[config.mk]
export PLATFORM = sky130hd
export DESIGN_NAME = muldiv_unit
export DESIGN_NICKNAME = d
export VERILOG_FILES = /design/src/rtl/muldiv_unit.sv
export SDC_FILE = /design/constraint.sdc
export NUM_CORES = 1
export LEC_CHECK = 0
export ABC_AREA = 1
export CAP_MARGIN = 20
export CORE_UTILIZATION = 45
export CTS_BUF_LIST = sky130_fd_sc_hd__clkbuf_4
export DETAILED_ROUTE_END_ITERATION = 8
export PLACE_DENSITY_LB_ADDON = 0.08
export SLEW_MARGIN = 10
export SYNTH_ARGS = -nofsm -noshare
export SYNTH_HDL_FRONTEND = slang
export SYNTH_SLANG_ARGS = --single-unit
export TNS_END_PERCENT = 20
[constraint.sdc]
create_clock -name clk -period 3.8 [get_ports clk]
set_input_delay 0.38 -clock clk [delete_from_list [all_inputs] [get_ports clk]]
set_output_delay 0.38 -clock clk [all_outputs]
set_load 0.02 [all_outputs]
[src/rtl/muldiv_unit.sv]
`default_nettype none
// ============================================================================
// Module   : muldiv_unit
// Purpose  : Iterative MIPS multiply/divide unit owning the HI/LO registers.
//            Define MULDIV_FAST_MUL_EN for a single-cycle MULT/MULTU path.
// Revision : 1.0  initial release
// ============================================================================
module muldiv_unit (
    input  logic        clk,
    input  logic        reset,
    input  logic        start,
    input  logic [2:0]  op,
    input  logic [31:0] rsdata,
    input  logic [31:0] rtdata,
    output logic        busy,
    output logic        done,
    output logic        div_by_zero,
    output logic [31:0] hi,
    output logic [31:0] lo
);

    localparam logic [2:0] c_OP_MULT  = 3'b000;
    localparam logic [2:0] c_OP_MULTU = 3'b001;
    localparam logic [2:0] c_OP_DIV   = 3'b010;
    localparam logic [2:0] c_OP_DIVU  = 3'b011;
    localparam logic [2:0] c_OP_MTHI  = 3'b100;
    localparam logic [2:0] c_OP_MTLO  = 3'b101;

    typedef enum logic [1:0] {S_IDLE = 2'd0, S_RUN = 2'd1, S_FIX = 2'd2} state_t;

    state_t      r_state;
    logic [31:0] r_hi, r_lo;
    logic        r_busy, r_done, r_dbz;
    logic [4:0]  r_cnt;
    logic        r_is_div;
    logic        r_neg_lo, r_neg_hi;
    logic [31:0] r_b;
    logic [63:0] r_acc;

    logic        w_signed;
    logic [31:0] w_mag_a, w_mag_b;
    logic [32:0] w_mul_sum;
    logic [63:0] w_mul_step;
    logic [32:0] w_rem_sh, w_rem_sub;
    logic        w_div_ge;
    logic [63:0] w_div_step;
    logic [63:0] w_prod_fix;

    assign w_signed = ~op[0];
    assign w_mag_a  = (w_signed && rsdata[31]) ? (32'd0 - rsdata) : rsdata;
    assign w_mag_b  = (w_signed && rtdata[31]) ? (32'd0 - rtdata) : rtdata;

    // Shift-add: upper half accumulates, multiplier bits drain out of the low half.
    assign w_mul_sum  = {1'b0, r_acc[63:32]} + (r_acc[0] ? {1'b0, r_b} : 33'd0);
    assign w_mul_step = {w_mul_sum, r_acc[31:1]};

    // Restoring step: remainder in the upper half, quotient shifts into the low half.
    assign w_rem_sh   = r_acc[63:31];
    assign w_rem_sub  = w_rem_sh - {1'b0, r_b};
    assign w_div_ge   = ~w_rem_sub[32];
    assign w_div_step = {(w_div_ge ? w_rem_sub[31:0] : w_rem_sh[31:0]), r_acc[30:0], w_div_ge};

    assign w_prod_fix = r_neg_lo ? (64'd0 - r_acc) : r_acc;

`ifdef MULDIV_FAST_MUL_EN
    logic [63:0] w_fast_prod;
    assign w_fast_prod = op[0] ? ({32'd0, rsdata} * {32'd0, rtdata})
                               : ({{32{rsdata[31]}}, rsdata} * {{32{rtdata[31]}}, rtdata});
`endif

    always_ff @(posedge clk or negedge reset) begin
        if (!reset) begin
            r_state  <= S_IDLE;
            r_hi     <= 32'd0;
            r_lo     <= 32'd0;
            r_busy   <= 1'b0;
            r_done   <= 1'b0;
            r_dbz    <= 1'b0;
            r_cnt    <= 5'd0;
            r_is_div <= 1'b0;
            r_neg_lo <= 1'b0;
            r_neg_hi <= 1'b0;
            r_b      <= 32'd0;
            r_acc    <= 64'd0;
        end else begin
            r_done <= 1'b0;
            r_dbz  <= 1'b0;
            case (r_state)
                S_IDLE: begin
                    if (start) begin
                        case (op)
                            c_OP_MTHI: begin
                                r_hi   <= rsdata;
                                r_done <= 1'b1;
                            end
                            c_OP_MTLO: begin
                                r_lo   <= rsdata;
                                r_done <= 1'b1;
                            end
`ifdef MULDIV_FAST_MUL_EN
                            c_OP_MULT, c_OP_MULTU: begin
                                r_hi   <= w_fast_prod[63:32];
                                r_lo   <= w_fast_prod[31:0];
                                r_done <= 1'b1;
                            end
`endif
                            c_OP_DIV, c_OP_DIVU: begin
                                if (rtdata == 32'd0) begin
                                    r_done <= 1'b1;
                                    r_dbz  <= 1'b1;
                                end else begin
                                    r_is_div <= 1'b1;
                                    r_b      <= w_mag_b;
                                    r_acc    <= {32'd0, w_mag_a};
                                    r_neg_lo <= w_signed & (rsdata[31] ^ rtdata[31]);
                                    r_neg_hi <= w_signed & rsdata[31];
                                    r_cnt    <= 5'd0;
                                    r_busy   <= 1'b1;
                                    r_state  <= S_RUN;
                                end
                            end
                            default: begin
                                // Iterative multiply in the default build; reserved ops fall through idle.
                                if (op == c_OP_MULT || op == c_OP_MULTU) begin
                                    r_is_div <= 1'b0;
                                    r_b      <= w_mag_b;
                                    r_acc    <= {32'd0, w_mag_a};
                                    r_neg_lo <= w_signed & (rsdata[31] ^ rtdata[31]);
                                    r_neg_hi <= 1'b0;
                                    r_cnt    <= 5'd0;
                                    r_busy   <= 1'b1;
                                    r_state  <= S_RUN;
                                end
                            end
                        endcase
                    end
                end
                S_RUN: begin
                    r_acc <= r_is_div ? w_div_step : w_mul_step;
                    r_cnt <= r_cnt + 5'd1;
                    if (r_cnt == 5'd31) begin
                        r_state <= S_FIX;
                    end
                end
                S_FIX: begin
                    if (r_is_div) begin
                        r_lo <= r_neg_lo ? (32'd0 - r_acc[31:0])  : r_acc[31:0];
                        r_hi <= r_neg_hi ? (32'd0 - r_acc[63:32]) : r_acc[63:32];
                    end else begin
                        r_lo <= w_prod_fix[31:0];
                        r_hi <= w_prod_fix[63:32];
                    end
                    r_done  <= 1'b1;
                    r_busy  <= 1'b0;
                    r_state <= S_IDLE;
                end
                default: begin
                    r_busy  <= 1'b0;
                    r_state <= S_IDLE;
                end
            endcase
        end
    end

    assign busy        = r_busy;
    assign done        = r_done;
    assign div_by_zero = r_dbz;
    assign hi          = r_hi;
    assign lo          = r_lo;

endmodule
`default_nettype wire
Yosys cells after proc, flatten, opt, wreduce, memory -nomap -nowiden
Cells that the tools add are included.

Bitwise gates (word level): 7. Multiplexer cells: 54. Reductions and logical operators: 17. Eq/ne operators: 16. Add/subtract/negate cells: 8.

Operator list (count): 2-to-1 mux 32 bit (14); 2-to-1 mux 64 bit (5); case mux 64 bit (2 select lines) (2); case mux 32 bit (2 select lines) (3); subtractor 1 x 32 -> 32 bit, first input constant (4); subtractor 1 x 64 -> 64 bit, first input constant (1); adder 32 x 32 -> 33 bit (1); subtractor 33 x 32 -> 33 bit (1); logical NOT 32 bit (1); case mux 5 bit (2 select lines) (2); AND reduction 5 bit (4); 2-to-1 mux 5 bit (3); case mux 1 bit (2 select lines) (7); 2-to-1 mux 1 bit (12); 2-to-1 mux 2 bit (4); inequality test 2 bit, second input constant (4); case mux 2 bit (2 select lines) (2); equality test 3 x 2 -> 1 bit, second input constant (2); equality test 3 bit, second input constant (2); AND reduction 3 bit (2); nonzero test 2 bit (3); adder 5 x 1 -> 5 bit, second input constant (1); equality test 5 bit, second input constant (1); inequality test 2 x 1 -> 1 bit, second input constant (2); 13 further kinds (19).

Output and inout port bits: 67. Bits in registers: 173. Input bits: 70. Logic and storage cells: 114.

Logic depth before layout (Yosys ltp)
Gate-level depths: netlist (run 1).

Depth after elaboration: 7. Mapped depth: 22. Gate-level depth less buffers: 20.

Worst setup path after synthesis (run 1)
OpenSTA, ideal clock, no wires.

Kind: reg2reg. Start: reg r_acc[0]. End: reg r_acc[47]. Clock period less this slack: 2.655 ns. Path buffers: 2. Slack: 1.145 ns. Library setup time: 0.120 ns. Cell stages (with the launch flop): 20. Data arrival time: 2.535 ns. Required time: 3.680 ns. Cell sequence: dfrtp_1 -> buf_6 -> clkbuf_1 -> nand2_1 -> inv_1 -> ha_1 -> inv_1 -> fa_1 -> inv_1 -> nand3_1 -> nand2_1 -> inv_1 -> o21ai_0 -> nand2_1 -> nand2_1 -> o21ai_0 -> o21ai_0 -> inv_1 -> o21ai_1 -> nand2_1.

Word-level cells in the longest chain between the ends: 4.

RTL lines: start: declaration (line 38) `logic [63:0] r_acc;`; start signal: assignment (line 114) `r_acc <= {32'd0, w_mag_a};`; start signal: assignment (line 127) `r_acc <= {32'd0, w_mag_a};`; start signal: assignment (line 139) `r_acc <= r_is_div ? w_div_step : w_mul_step;`; 2-to-1 mux 32 bit (line 54) `assign w_mul_sum = {1'b0, r_acc[63:32]} + (r_acc[0] ? {1'b0, r_b} : 33'd0);`; adder 32 x 32 -> 33 bit (line 54); 2-to-1 mux 64 bit (line 139); case mux 64 bit (2 select lines) (line 88) `case (r_state)`.

Every way passes these cells. A chain may end at the register's enable or synchronous reset.

Worst setup path in the final report (run 1)
Start: reg r_acc[32]. End: reg r_acc[0].

Word-level cells in the longest chain between the ends: 4.

RTL lines: subtractor 33 x 32 -> 33 bit (line 59) `assign w_rem_sub = w_rem_sh - {1'b0, r_b};`; NOT 1 bit (line 60) `assign w_div_ge = ~w_rem_sub[32];`; 2-to-1 mux 64 bit (line 139); case mux 64 bit (2 select lines) (line 88).

Every way passes these cells.

==> results.toml, run 1 <==
[outcome]
status = "finished, final reports clean"

[layout]
finalInstanceArea_um2 = 19400
final_nets = 3126
fill_cells = 4024
final_layout_size_suffix_gt1_frac = 0.0417
multi_input_area_um2 = 10900
seqCellArea_um2 = 4330
syn_to_final_growth_pct = 12.9

[clocking]
cts-root-buf = "clkbuf_4"
insertion_delay_ps = 670
cts.sinks = 173
h-tree-depth = 4
cts.path.max_buffers = 2
cts_buffers = 17
cts_resized = 0
cts.clk_slew.worst_paths_ps = 200
cts_tree = "built"

[worst_hold_path]
worstHoldPathType = "in2async"

[floorplanning]
die_w_um = 197
num_rows = 71
initial_utilization = 0.457
dieArea_um2 = 38900
fp.dieH_um = 197
ios = 137
core_um2 = 37600

[critical_path]
startpoint_type = "flop"
path_class = "reg2reg"
path_max_fanout = 28
crit_start = "r_acc[32]"
arrival_ps = 3740
r2r-start = "r_acc[32]"
required_ps = 4380
end_kind = "flop"

[placement]
io_buffers = 136
place_congestion = 1.00
place_area_um2 = 19100
dp_slack_ps = 641
hpwl_um = 57000

[timing]
post-route-min-period_ps = 3160
relSlewSlack = 0.282
tightest_slew_ps = 1080
setup_viol = 0
fmax_ghz = 0.316
finalHoldViolCount = 0
maxSlewViolCount = 0
post-route-period-util = 0.832
finalClockSkew_ps = 35.1
fin_tns_setup_ps = 0
setup_ws_ps = 637
grt_setup_unrepaired = "false"

[logic_synthesis]
ys_top_cells_by_area = "dfrtp_1, nand2_1, inv_1, nand3_1, nor2_1"
async_flop_share = 1.00
syn-cell-area_um2 = 17200
synthCells = 2882
synth_nets = 3024
synth-seq-area-share = 0.252
synth_top_cell_by_area = "dfrtp_1"
ys_types = 53
synth-seq-cells = 173
synth_edf_count = 0
yosysTopAreaCellShare = 0.252
syn_avg_cell_area_um2 = 5.96
yosysMostFrequentCell = "nand2_1"
synth_flop_cell = "dfrtp_1"
synth_common_cells = "nand2_1, inv_1, nor2_1, nand3_1, dfrtp_1"
synth_warnings = 0

[global_route]
grt_pass1_wl_um = 105000
antenna_found_initial = 1
grt.overflow.total = 0
first_global_vias = 17794
grt_util_all_layers = 0.360
grt_max_degree = 80

[detailed_routing]
drc = 0
wl_met2_um = 30800
dr_wl_met3_um = 5790
ant_nets = 0
routed_wl_um = 70300
routed.top_layer = "met4"
drt-initial-drc-count = 2245
drt-met1-wl_um = 30000
wl_per_cell_um = 20.0
routed_via_density = 5.54
via_count = 19448
drt_first_pass_iters = 6

[power]
power.share.clock = 0.061
p_int_uw = 7930
pwr-share-seq = 0.212
p_leak_uw = 0.00982
finalPower_uw = 19500
p_sw_frac = 0.593
power_density_nw_per_um2 = 1010
p_comb_frac = 0.726
p_sw_uw = 11600
ir_drop_mv = 0.603

[job]
drv_cap = 0
==> cell families after synthesis <==
| family | count (synthesis) | share of synthesized area |
|---|---|---|
| AOI/OAI and AO/OA | 498 | 0.162 |
| DFF | 173 | 0.252 |
| buffers and inverters | 487 | 0.113 |
| and+or+nand+nor | 1600 | 0.393 |
| adders and majority gates | 72 | 0.0533 |
| xor gates and xnor gates | 51 | 0.0260 |
| muxes | 1 | 0.000656 |
==> critical path, stage by stage, from the launching register on <==
cell and delay (ps):
dfrtp_1 610, inv_1 310, fa_1 510, inv_1 120, nand3_1 90, nand2_2 130
nand2_1 80, nand2_2 90, nand2_1 70, nand2_2 90, nand2_4 80, nand2_4 80
nand2_4 120, nand2_8 230, nor2_2 100, o211ai_1 340
==> path summary, 6_finish.rpt <==
path,to,slack (ps),cells past startpoint
max in group asynchronous,r_acc[27],2810,3
hold / removal,hi[22],180,2
setup / recovery,r_acc[0],640,15
setup reg to reg,r_acc[0],640,15
hold reg to reg,lo[18],520,2
min in group clk,div_by_zero,320,2
==> stage by stage <==
stage,hold WS (ps),utilization,cells
2_1_floorplan,84.4,-,2882
3_3_place_gp,338,0.506,3474
3_5_place_dp,337,0.507,3475
4_1_cts,186,0.516,3508
5_1_grt,200,0.516,3510
6_report,176,0.516,3511
==> cell usage in the layout, fill, tap and decap left out, types with 7 or more instances in the layout <==
| cell type | count |
|---|---|
| nand2_1 | 919 |
| inv_1 | 384 |
| nor2_1 | 271 |
| nand3_1 | 271 |
| dfrtp_1 | 172 |
| o21ai_0 | 171 |
| a21oi_1 | 169 |
| clkdlybuf4s50_1 | 135 |
| ha_1 | 70 |
| o21ai_1 | 56 |
| nor3_1 | 38 |
| nand4_1 | 36 |
| xor2_1 | 35 |
| buf_4 | 35 |
| o21bai_1 | 27 |
| o211ai_1 | 20 |
| o221ai_1 | 17 |
| clkbuf_4 | 17 |
| xnor2_1 | 16 |
| nand3b_1 | 13 |
| nor2_2 | 9 |
| nand2_2 | 8 |
| a21o_1 | 7 |
==> flip-flops by register name (all words and copies together) (netlist names) <==
register / count
r_neg_lo: 1
r_state: 2
div_by_zero: 1
lo: 32
busy: 1
r_b: 32
r_acc: 64
done: 1
hi: 32
r_cnt: 5
r_is_div: 1
r_neg_hi: 1
==> routing by layer <==
layer | global-route usage | up-vias
met1 | 0.488 | 8868
met5 | 0 | -
met4 | 0.169 | 0
li1 | - | 9561
met2 | 0.566 | 877
met3 | 0.0502 | 142
==> area by class of cell <==
| class | count | area share |
|---|---|---|
| antenna | 3 | 0.000387 |
| clock buffer | 17 | 0.00658 |
| clock inverter | 15 | 0.00981 |
| inverter | 396 | 0.0767 |
| multi-input combinational | 2222 | 0.563 |
| sequential | 173 | 0.223 |
| tap | 511 | 0.0330 |
| timing repair buffer | 174 | 0.0868 |
==> power groups by stage <==
stage | Combinational (uW) | Clock, uW | Sequential, uW
floorplan | 9540 | 0 | 3920
global placement | 13800 | 0 | 4090
detailed placement | 13900 | 0 | 4110
CTS | 14000 | 1210 | 4060
global route | 15800 | 1280 | 4180
finish | 14200 | 1200 | 4140
==> what timing repair did <==
item | 4_1_cts | 5_1_grt
hold buffers | 1 | 0
setup buffers | 0 | 0
hold endpoints to repair | 44 | 0
setup endpoints to repair | 0 | 0
(Power assumes the default switching activity.)
==> inputs of run 2 (changes only) <==
==> constraint.sdc (replaced) <==
create_clock -name clk -period 2.85 [get_ports clk]
set_input_delay 0.285 -clock clk [delete_from_list [all_inputs] [get_ports clk]]
set_output_delay 0.285 -clock clk [all_outputs]
set_load 0.02 [all_outputs]
==> run 2 against run 1 <==
Against the previous run: clock power up 38%; utilization is 1.5 points higher; hold slack got worse by 110 ps; highest routed layer unchanged; largest power group unchanged; largest cell class unchanged; critical endpoint is now hi[17]; non-clock buffer count up 62; register-to-register slack worse by 630 ps; first-iteration DRC count down 6.6%; critical path type unchanged; die area is the same; global-route usage increased by 2.0 points; cell count grew 1.7%; setup slack worse by 630 ps; maximum frequency increased by 11%; routed wire length increased by 5.1%.
==> results.toml, run 2 (synthesized netlist as in run 1, its figures left out) <==
[outcome]
status = "finished, final reports clean"

[layout]
syn_to_final_growth_pct = 16.1
fin_util = 0.531
final_cell_mix = "nand2_1, inv_1, nor2_1, nand3_1, dfrtp_1"
fin_cells = 3571
largest_register_ffs = 64
final_layout_size_suffix_gt1_frac = 0.0631
fill_cells = 4041
mostFrequentLayoutCell = "nand2_1"
regMostFlops = "r_acc"
final_nets = 3188

[critical_path]
path_buf_inv = 2
startpoint_type = "flop"
cp_cell_sequence = "nor2_1 -> nand2_1 -> nor2_1 -> a21oi_1 -> buf_4 -> a21oi_1 -> o21ai_0 -> o21ai_0 -> buf_4 -> nand2_1"
arrival_ps = 3450
slowest_stage = "dfrtp_1"
path_delay_family = "compound AO/OA/AOI/OAI gates"
end_kind = "flop"
path_max_fanout = 6
path_class = "reg2reg"
slowest_delay_ps = 510
required_ps = 3460

[timing]
post-route-min-period_ps = 2840
post-route-period-util = 0.996
finalClockSkew_ps = 33.4
finalHoldViolCount = 0
relSlewSlack = 0.439
fmax_ghz = 0.352
fin_tns_setup_ps = 0
tightest_slew_ps = 840
maxSlewViolCount = 0
grt_setup_unrepaired = "false"
setup_viol = 0

[power]
p_leak_uw = 0.0102
power_density_nw_per_um2 = 1360
ir_drop_mv = 0.784

[clocking]
cts.sinks = 173
cts.clk_slew.worst_paths_ps = 180
cts_buffers = 17
cts-root-buf = "clkbuf_4"
cts.path.max_buffers = 2
insertion_delay_ps = 720
cts_tree = "built"
h-tree-depth = 4

[floorplanning]
die_w_um = 197
initial_utilization = 0.457
ios = 137
num_rows = 71
fp.dieH_um = 197
dieArea_um2 = 38900
core_um2 = 37600

[detailed_routing]
routed_via_density = 5.62
drc = 0
routed_wl_um = 73800
ant_nets = 0
via_count = 20071
drt-initial-drc-count = 2096
wl_per_cell_um = 20.7
drt_first_pass_iters = 8

[placement]
io_buffers = 136
place_congestion = 1.02
hpwl_um = 60700
place_inst = 3536

[global_route]
grt_pass1_wl_um = 111000
grt_max_degree = 62
grt.overflow.total = 0
first_global_vias = 18505
grt_util_all_layers = 0.381
antenna_found_initial = 1

[job]
drv_cap = 0

[worst_hold_path]
worstHoldPathType = "in2async"
-- run 2: through the flow --
stage               total power [uW]  hold WS [ps]  cell area, um2  worst slack [ps]
floorplan                      17900         -10.6           17200               195
finish                         27000          67.0           19900              11.7
global placement               24600           290           19500              16.0
global route                   29300          99.3           19900              7.80
detailed placement             24800           289           19600               103
CTS                            26500          73.2           19900              94.8
-- run 2: final cells by class --
type | instances | area [um2] | share of cell area
antenna | 1 | 2.50 | 0.000125
timing repair buffer | 236 | 2200 | 0.110
tap | 511 | 639 | 0.0321
sequential | 173 | 4330 | 0.217
inverter | 396 | 1490 | 0.0745
clock buffer | 17 | 128 | 0.00640
multi-input combinational | 2222 | 11000 | 0.549
clock inverter | 15 | 204 | 0.0102
-- run 2: routing by layer --
layer,track usage,part of all wire
met1,0.504,0.42
met2,0.599,0.45
met3,0.0572,0.079
met4,0.198,0.054
met5,0,0
-- run 2: path summary, 6_finish.rpt --
kind                            endpoint  slack [ps]  depth (start not counted)       from
worst min-delay path              hi[24]          70                          2      reset
worst max register to register    hi[17]          10                         10  r_acc[46]
min in group clk                    busy         180                          3      start
worst max-delay path              hi[17]          10                         10  r_acc[46]
max in group asynchronous        r_b[25]        1910                          3      reset
worst min register to register     lo[0]         520                          2      lo[0]
-- run 2: report_power, final --
group / internal [uW] / switching [uW]
Clock: 444 / 1200
Combinational: 6960 / 13200
Sequential: 3680 / 1560
-- run 2: repair_timing --
item	4_1_cts	5_1_grt
endpoints found under the hold margin	143	0
gates resized for setup	0	9
setup buffers	0	1
setup endpoints to repair	0	26
hold buffers	1	0
